$ cat src/rtl/muxword_arb.sv
// muxword_arb: N-channel valid/ready word arbiter (round-robin or fixed priority)
// feeding a one-entry registered output stage with valid/ready backpressure.
module muxword_arb #(
    parameter int N_CH  = 4,
    parameter int WIDTH = 64,
    parameter bit RR    = 1'b1,
    parameter int IDW   = (N_CH > 1) ? $clog2(N_CH) : 1
) (
    input  logic                       clk,
    input  logic                       reset,
    input  logic                       flush,
    input  logic [N_CH-1:0]            in_valid,
    input  logic [N_CH-1:0][WIDTH-1:0] in_data,
    output logic [N_CH-1:0]            in_ready,
    output logic                       out_valid,
    output logic [WIDTH-1:0]           out_data,
    output logic [IDW-1:0]             out_id,
    input  logic                       out_ready
);

    localparam logic [IDW-1:0] LAST_CH = IDW'(N_CH - 1);
    localparam logic [IDW:0]   N_WIDE  = (IDW + 1)'(N_CH);

    logic [IDW-1:0] ptr;
    logic [IDW-1:0] grant;
    logic           grant_valid;
    logic           load;
    logic           xfer;
    logic [IDW:0]   scan_sum;
    logic [IDW-1:0] scan_idx;

    // The output stage can take a word when empty or being drained this cycle.
    assign load = reset && !flush && (!out_valid || out_ready);
    assign xfer = load && grant_valid;

    // Scan candidates starting at ptr (round-robin) or at 0 (fixed priority);
    // the wrap is an explicit subtract so non-power-of-2 channel counts work.
    always_comb begin : arbitrate
        // NOTE: blocking assignments here so each loop iteration sees the
        // grant_valid decided by the earlier ones; state registers use <=.
        grant_valid = 1'b0;
        grant       = '0;
        scan_sum    = '0;
        scan_idx    = '0;
        for (int k = 0; k < N_CH; k++) begin
            if (RR) begin
                scan_sum = {1'b0, ptr} + (IDW + 1)'(k);
                if (scan_sum >= N_WIDE) begin
                    scan_sum = scan_sum - N_WIDE;
                end
                scan_idx = scan_sum[IDW-1:0];
            end else begin
                scan_idx = IDW'(k);
            end
            if (!grant_valid && in_valid[scan_idx]) begin
                grant_valid = 1'b1;
                grant       = scan_idx;
            end
        end
    end

    always_comb begin : ready_decode
        in_ready = '0;
        if (xfer) begin
            in_ready[grant] = 1'b1;
        end
    end

    always_ff @(posedge clk) begin
        if (!reset) begin
            out_valid <= 1'b0;
            out_data  <= '0;
            out_id    <= '0;
            ptr       <= '0;
        end else begin
            if (xfer) begin
                out_valid <= 1'b1;
                out_data  <= in_data[grant];
                out_id    <= grant;
            end else if (flush || out_ready) begin
                // Data and id hold; they are meaningless once out_valid drops.
                out_valid <= 1'b0;
            end
            if (RR && xfer) begin
                ptr <= (grant == LAST_CH) ? '0 : grant + IDW'(1);
            end
        end
    end

endmodule

$ cat config.mk
export PLATFORM = sky130hd
export DESIGN_NAME = muxword_arb
export DESIGN_NICKNAME = d
export VERILOG_FILES = /design/src/rtl/muxword_arb.sv
export SDC_FILE = /design/constraint.sdc
export NUM_CORES = 1
export LEC_CHECK = 0
export CAP_MARGIN = 20
export CELL_PAD_IN_SITES_DETAIL_PLACEMENT = 0
export CELL_PAD_IN_SITES_GLOBAL_PLACEMENT = 2
export CORE_ASPECT_RATIO = 0.75
export CORE_MARGIN = 8
export CORE_UTILIZATION = 32
export DETAILED_ROUTE_END_ITERATION = 10
export DONT_BUFFER_PORTS = 1
export PLACE_DENSITY_LB_ADDON = 0.1
export SLEW_MARGIN = 20
export SYNTH_ARGS = -nofsm -noshare
export SYNTH_HDL_FRONTEND = slang
export SYNTH_SLANG_ARGS = --single-unit
$ cat constraint.sdc
create_clock -name clk -period 4.24 [get_ports clk]
set_input_delay 0.848 -clock clk [delete_from_list [all_inputs] [get_ports clk]]
set_output_delay 0.848 -clock clk [all_outputs]
set_load 0.03 [all_outputs]
==> summary.txt, run 1 <==
Logic synthesis
  – Post-Syn Area: 4134 um2
  – Yosys warning count: 0
  – Number of synthesized flops with an enable pin: 0
  – Predominant post-synthesis flop cell: dfxtp_1
  – Async SR Flop Fraction: 0%
  – Synth cell types: 31
  – Post-synth top area share: 33.41%
  – Dominant cell type by area after synthesis: dfxtp_1
  – Commonest cells in the synthesized netlist: nand2_1 (260), dfxtp_1 (69), a31oi_1 (64)
  – Syn Nets: 874
  – Syn Inst Count: 609
  – Largest cells by area after synthesis: dfxtp_1 (33%), nand2_1 (24%), a31o_1 (11%)
  – Mapped Avg Cell Area: 6.788 um2
  – Most common cell in the synthesized netlist: nand2_1
  – Post-synthesis sequential area ratio: 33.41%
  – Number of synthesized register bits: 69

CTS
  – CTS clk-pin slew, worst paths: 0.06 ns
  – Worst-Skew Late Latency: 0.33 ns
  – Clock Tree Buf Depth: 2
  – CTS Sinks: 69
  – Post-CTS resize count: 0
  – H-tree depth: 3
  – # hold bufs at CTS: 0
  – Clk root buf: clkbuf_16
  – CTS tree: built
  – Postcts setup bufs: 0
  – CTS buffer count: 9

Critical path
  – CP top delay family: simple AND/OR/NAND/NOR gates
  – Reg-to-Reg End: out_data[14]
  – Crit path from: in_valid[2]
  – Crit-path cells: nor4_2 -> or3_1 -> nor3_1 -> buf_4
  – FF-to-FF Start: out_valid
  – Worst Path Buf+Inv: 1
  – Data arrival time of the critical path: 1.92 ns
  – Critical path class: in -> out
  – Critical Path End Type: output port
  – Setup slack, reg-to-reg: 1.88 ns
  – Crit-path max cell delay: 0.44 ns
  – CP endpoint: in_ready[1]
  – Worst path required time: 3.39 ns
  – Startpoint Class: input pin
  – Critical Path Fanout Max: 7
  – Slowest CP cell: nor4_2
  – Cell count along the critical path: 4
  – R2R depth: 5

Routing
  – Met1 wire length: 6819 um
  – Vias per cell: 5.675
  – Antenna viol nets, final: 0
  – Met2 WL: 8715 um
  – Drt total wl: 17,920 um
  – Vias after detailed routing: 4,245
  – Initial DRC count: 174
  – Max Used Layer: met4
  – Wire per inst: 23.96 um
  – Met3 Wirelength: 2104 um
  – Post-route DRC: 0
  – 1st-pass router iterations: 4

Die
  – Core outline area: 12,790 um2
  – Starting Density: 32.32%
  – Die span in x: 147.2 um
  – Core Rows: 36
  – Die ar.: 16,850 um2
  – Chip height: 114.4 um
  – IO Count: 335

GRT
  – Largest net degree at the start of global routing: 73
  – First-pass GRT wire length: 26,810 um
  – GR Overflow Total: 0
  – Gr usage total: 20.31%
  – Initial antenna violation count: 0
  – Vias in the first global route: 4,441

Finish
  – # nets final: 838
  – Diodes inserted: 0
  – Fin cells: 748
  – Share of cells above drive strength 1: 6.586%
  – Post-synthesis to final-layout area growth: 8.021%
  – Fill cells: 1,431

Placed design
  – Post-Place Worst Slack: 1.457 ns
  – Gpl congestion: 0.8322
  – Port Buf Inserts: 0
  – DP Cell Count: 733
  – Final HPWL DP: 13,010 um

Power and ir drop
  – Combinational power share: 16.9%
  – Reg power frac: 43.7%
  – Internal power: 1.300 mW
  – Clock share of power: 39.5%
  – Leak: 1.710 nW
  – NetSw: 618.4 uW
  – Power Density: 429.5 nW/um2
  – Worst VDD drop: 260.9 uV
  – Switch share: 32.24%

Outcome
  – Status: complete, no violations

STA
  – Hold Vio Cnt, Final: 0
  – Final setup viols: 0
  – Slew HR: 46.82%
  – Tmin final: 2.765 ns
  – Fin Setup TNS: 0 ns
  – Final worst clock skew: 0.007711 ns
  – Post-route setup slack: 1.475 ns
  – Peak Freq: 361.7 MHz
  – RSZ-0062 raised after global routing: no
  – Worst slew pin tran: 0.7977 ns
  – Period utilisation layout: 65.20%
  – Slew Viols, Final: 0

Flow run
  – Max-cap violations: 0

Hold path
  – Worst min-delay path class: reg -> reg
kinds of logic (layout without fill, tap and decap cells):
logic type | count (synthesis) | after routing | synth area share [%]
AND/OR/NAND/NOR | 276 | 276 | 26.06
AO/OA/AOI/OAI | 203 | 203 | 33.05
flip-flops | 69 | 69 | 33.41
buffers and inverters | 59 | 27 | 6.931
adder cells (fa/ha/maj) | 1 | 1 | 0.3026
multiplexers | 1 | 1 | 0.2421
worst min path at each step:
| stage | from | to | slack, ns | cells after the start |
|---|---|---|---|---|
| after floorplan | ptr[1] | ptr[1] | 0.51 | 2 |
| after global placement | ptr[1] | ptr[1] | 0.56 | 2 |
| after detailed placement | ptr[1] | ptr[1] | 0.56 | 2 |
| after CTS | ptr[1] | ptr[1] | 0.57 | 2 |
| after global routing | ptr[0] | ptr[0] | 0.63 | 2 |
| final | ptr[1] | ptr[1] | 0.57 | 2 |
power by group through the flow:
stage | clock network [mW] | registers [mW] | logic [mW]
finish | 0.757 | 0.837 | 0.323
detailed placement | 0 | 0.853 | 0.328
global placement | 0 | 0.853 | 0.321
CTS | 0.787 | 0.839 | 0.328
global route | 0.808 | 0.843 | 0.375
floorplan | 0 | 0.831 | 0.282
sequential cells by signal, summed over array words and instances (netlist names):
name and count:
out_id 2, out_data 64, out_valid 1, ptr 2
cells in the final DEF, fill, tap and decap left out, drive strengths merged, types with 2 or more instances in the layout:
cell    count
dfxtp      69
o21ai      65
buf        10
nor3        4
and2        2
a31o       64
nor2        3
a31oi      64
nand2     260
nor2b       3
a21oi       3
a21boi      3
inv         2
clkbuf     14
worst reg2reg max path: cells and delay by family, from the launching register on:
kind,cells,cell delay [ns]
AO/OA/AOI/OAI,1,0.16
buffers and inverters,1,0.44
flip-flops,1,0.40
AND/OR/NAND/NOR,3,1.21
stage by stage:
step	util [%]	hold slack, ns	area (um2)	power, mW
global route	34.91	0.6279	4466	2.026
finish	34.91	0.5716	4466	1.918
global placement	32.61	0.5622	4172	1.174
floorplan	-	0.5132	4134	1.113
CTS	34.91	0.5662	4466	1.954
detailed placement	32.61	0.5587	4172	1.181
layout make-up:
class	count	area, um2	share of cell area (%)
repair buffers	10	75.07	1.681
clock inverters	1	30.03	0.6725
inverters	2	10.01	0.2242
well taps	171	214.0	4.791
flip-flops and latches	69	1381	30.93
clock buffers	14	264.0	5.912
multi-input cells	481	2491	55.79
layer usage:
| metal | track usage [%] | up-vias |
|---|---|---|
| met5 | 0 | - |
| met2 | 34.24 | 207 |
| li1 | - | 2056 |
| met1 | 22.45 | 1963 |
| met3 | 9.676 | 19 |
| met4 | 5.827 | 0 |
(Power assumes the default switching activity.)
==> run 2: changes to the inputs <==
CORE_UTILIZATION = 30   (was 32)
clock period = 2.6 ns   (was 4.24 ns; I/O delays follow)
==> run 2 against run 1 <==
Effect of this change:
- total power is 60% higher
- critical path type is now reg -> out
- largest cell class unchanged
- final cell count increased by 1.3%
- clock skew barely moved
==> summary.txt, run 2 (synthesized netlist as in run 1, its figures left out) <==
GRT
  – GR Overflow Total: 0
  – First-pass GRT wire length: 27,080 um
  – Gr usage total: 19.50%
  – Largest net degree at the start of global routing: 73
  – Met1 Use GR: 20.76%
  – Vias in the first global route: 4,512
  – GR peak layer: met2
  – Grt met2 use: 33.45%
  – GR Util met3: 9.374%
  – Initial antenna violation count: 0

Critical path
  – Critical path class: reg -> out
  – Critical Path Fanout Max: 7
  – Startpoint Class: flip-flop
  – Slowest CP cell: or3b_1
  – Worst path required time: 2.08 ns
  – Crit-path cells: or3b_1 -> o221ai_4 -> inv_4 -> ha_1 -> and2_1 -> buf_12
  – Data arrival time of the critical path: 1.90 ns
  – Crit-path max cell delay: 0.43 ns
  – Critical Path End Type: output port

STA
  – Hold Vio Cnt, Final: 0
  – Final setup viols: 0
  – Tmin final: 2.416 ns
  – Worst slew pin tran: 0.6794 ns
  – RSZ-0062 raised after global routing: no
  – Fin Setup TNS: 0 ns
  – Hold Slack: 0.3312 ns
  – Final worst clock skew: 0.007631 ns
  – Slew Viols, Final: 0
  – Period utilisation layout: 92.91%
  – Peak Freq: 414.0 MHz
  – Slew HR: 54.71%

CTS
  – Postcts setup bufs: 0
  – CTS tree: built
  – CTS buffer count: 9
  – Clock Tree Buf Depth: 2
  – Clk root buf: clkbuf_16
  – # hold bufs at CTS: 0
  – Worst-Skew Late Latency: 0.33 ns
  – Post-CTS resize count: 0
  – CTS clk-pin slew, worst paths: 0.06 ns
  – CTS Sinks: 69
  – H-tree depth: 3

Finish
  – Post-synthesis to final-layout area growth: 9.564%
  – Max reg flops: 64
  – Most common cell after layout, fill and taps aside: nand2_1
  – Final Core Density: 33.28%
  – Fin cells: 758
  – Diodes inserted: 0
  – # nets final: 843
  – Final instance area: 4529 um2
  – Most frequent cells in the layout: nand2_1 (260), dfxtp_1 (68), a31oi_1 (64), o21ai_0 (63), a31o_1 (54)
  – Largest register by flop count: out_data
  – Share of cells above drive strength 1: 8.576%
  – Largest regs: out_data x64, out_id x2, ptr x2

Die
  – Chip height: 117.7 um
  – Die span in x: 151.5 um
  – Starting Density: 30.37%
  – IO Count: 335
  – Core Rows: 37
  – Core outline area: 13,610 um2
  – Die ar.: 17,830 um2

Power and ir drop
  – Power Density: 675.6 nW/um2
  – Leak: 1.735 nW
  – Worst VDD drop: 350.2 uV

Placed design
  – Placed cell area: 4257 um2
  – Gpl congestion: 0.7359
  – DP Cell Count: 742
  – Final HPWL DP: 13,520 um
  – Port Buf Inserts: 0

Routing
  – Post-route DRC: 0
  – Initial DRC count: 265
  – Vias after detailed routing: 4,366
  – Wire per inst: 24.33 um
  – 1st-pass router iterations: 5
  – Drt total wl: 18,440 um
  – Antenna viol nets, final: 0
  – Vias per cell: 5.760

Flow run
  – Max-cap violations: 0

Outcome
  – Status: complete, no violations

Hold path
  – Worst min-delay path class: in -> reg
-- run 2: worst max-delay path: cells and delay by family, from the launching register on --
kind / cells / cell delay [ns]
AND/OR/NAND/NOR: 2 / 0.61
AO/OA/AOI/OAI: 1 / 0.14
adder cells (fa/ha/maj): 1 / 0.22
buffers and inverters: 2 / 0.24
flip-flops: 1 / 0.36
-- run 2: area by class of cell --
class	count	area, um2
clock inverters	7	42.54
repair buffers	15	150.1
fillers	1506	9081
well taps	175	219.0
multi-input cells	481	2500
clock buffers	9	225.2
inverters	2	10.01
flip-flops and latches	69	1383
-- run 2: final timing paths --
kind	start	endpoint	slack (ns)	cells past startpoint
worst max register to register	out_valid	out_data[13]	0.47	6
worst max-delay path	ptr[1]	in_ready[3]	0.18	6
worst min register to register	ptr[1]	ptr[1]	0.54	2
worst min-delay path	in_data[105]	out_data[41]	0.33	2
-- run 2: layer usage --
layer  wire (um)  share of wire [%]
met1        6705                 36
met2        9047                 49
met3        2363                 13
met4         323                1.8
met5           0                  0
-- run 2: report_power, final --
part           total (mW)  switching, mW  internal, mW
registers            1.36          0.222          1.14
clock network        1.14          0.502         0.639
logic               0.557          0.354         0.203
total                3.06           1.08          1.98
-- run 2: metrics by stage --
stage | setup slack, ns | total power [mW]
after floorplan | 0.06905 | 1.816
final | 0.1844 | 3.060
after global placement | 0.2617 | 1.938
after detailed placement | 0.2642 | 1.950
after global routing | 0.1029 | 3.220
after CTS | 0.09760 | 3.110
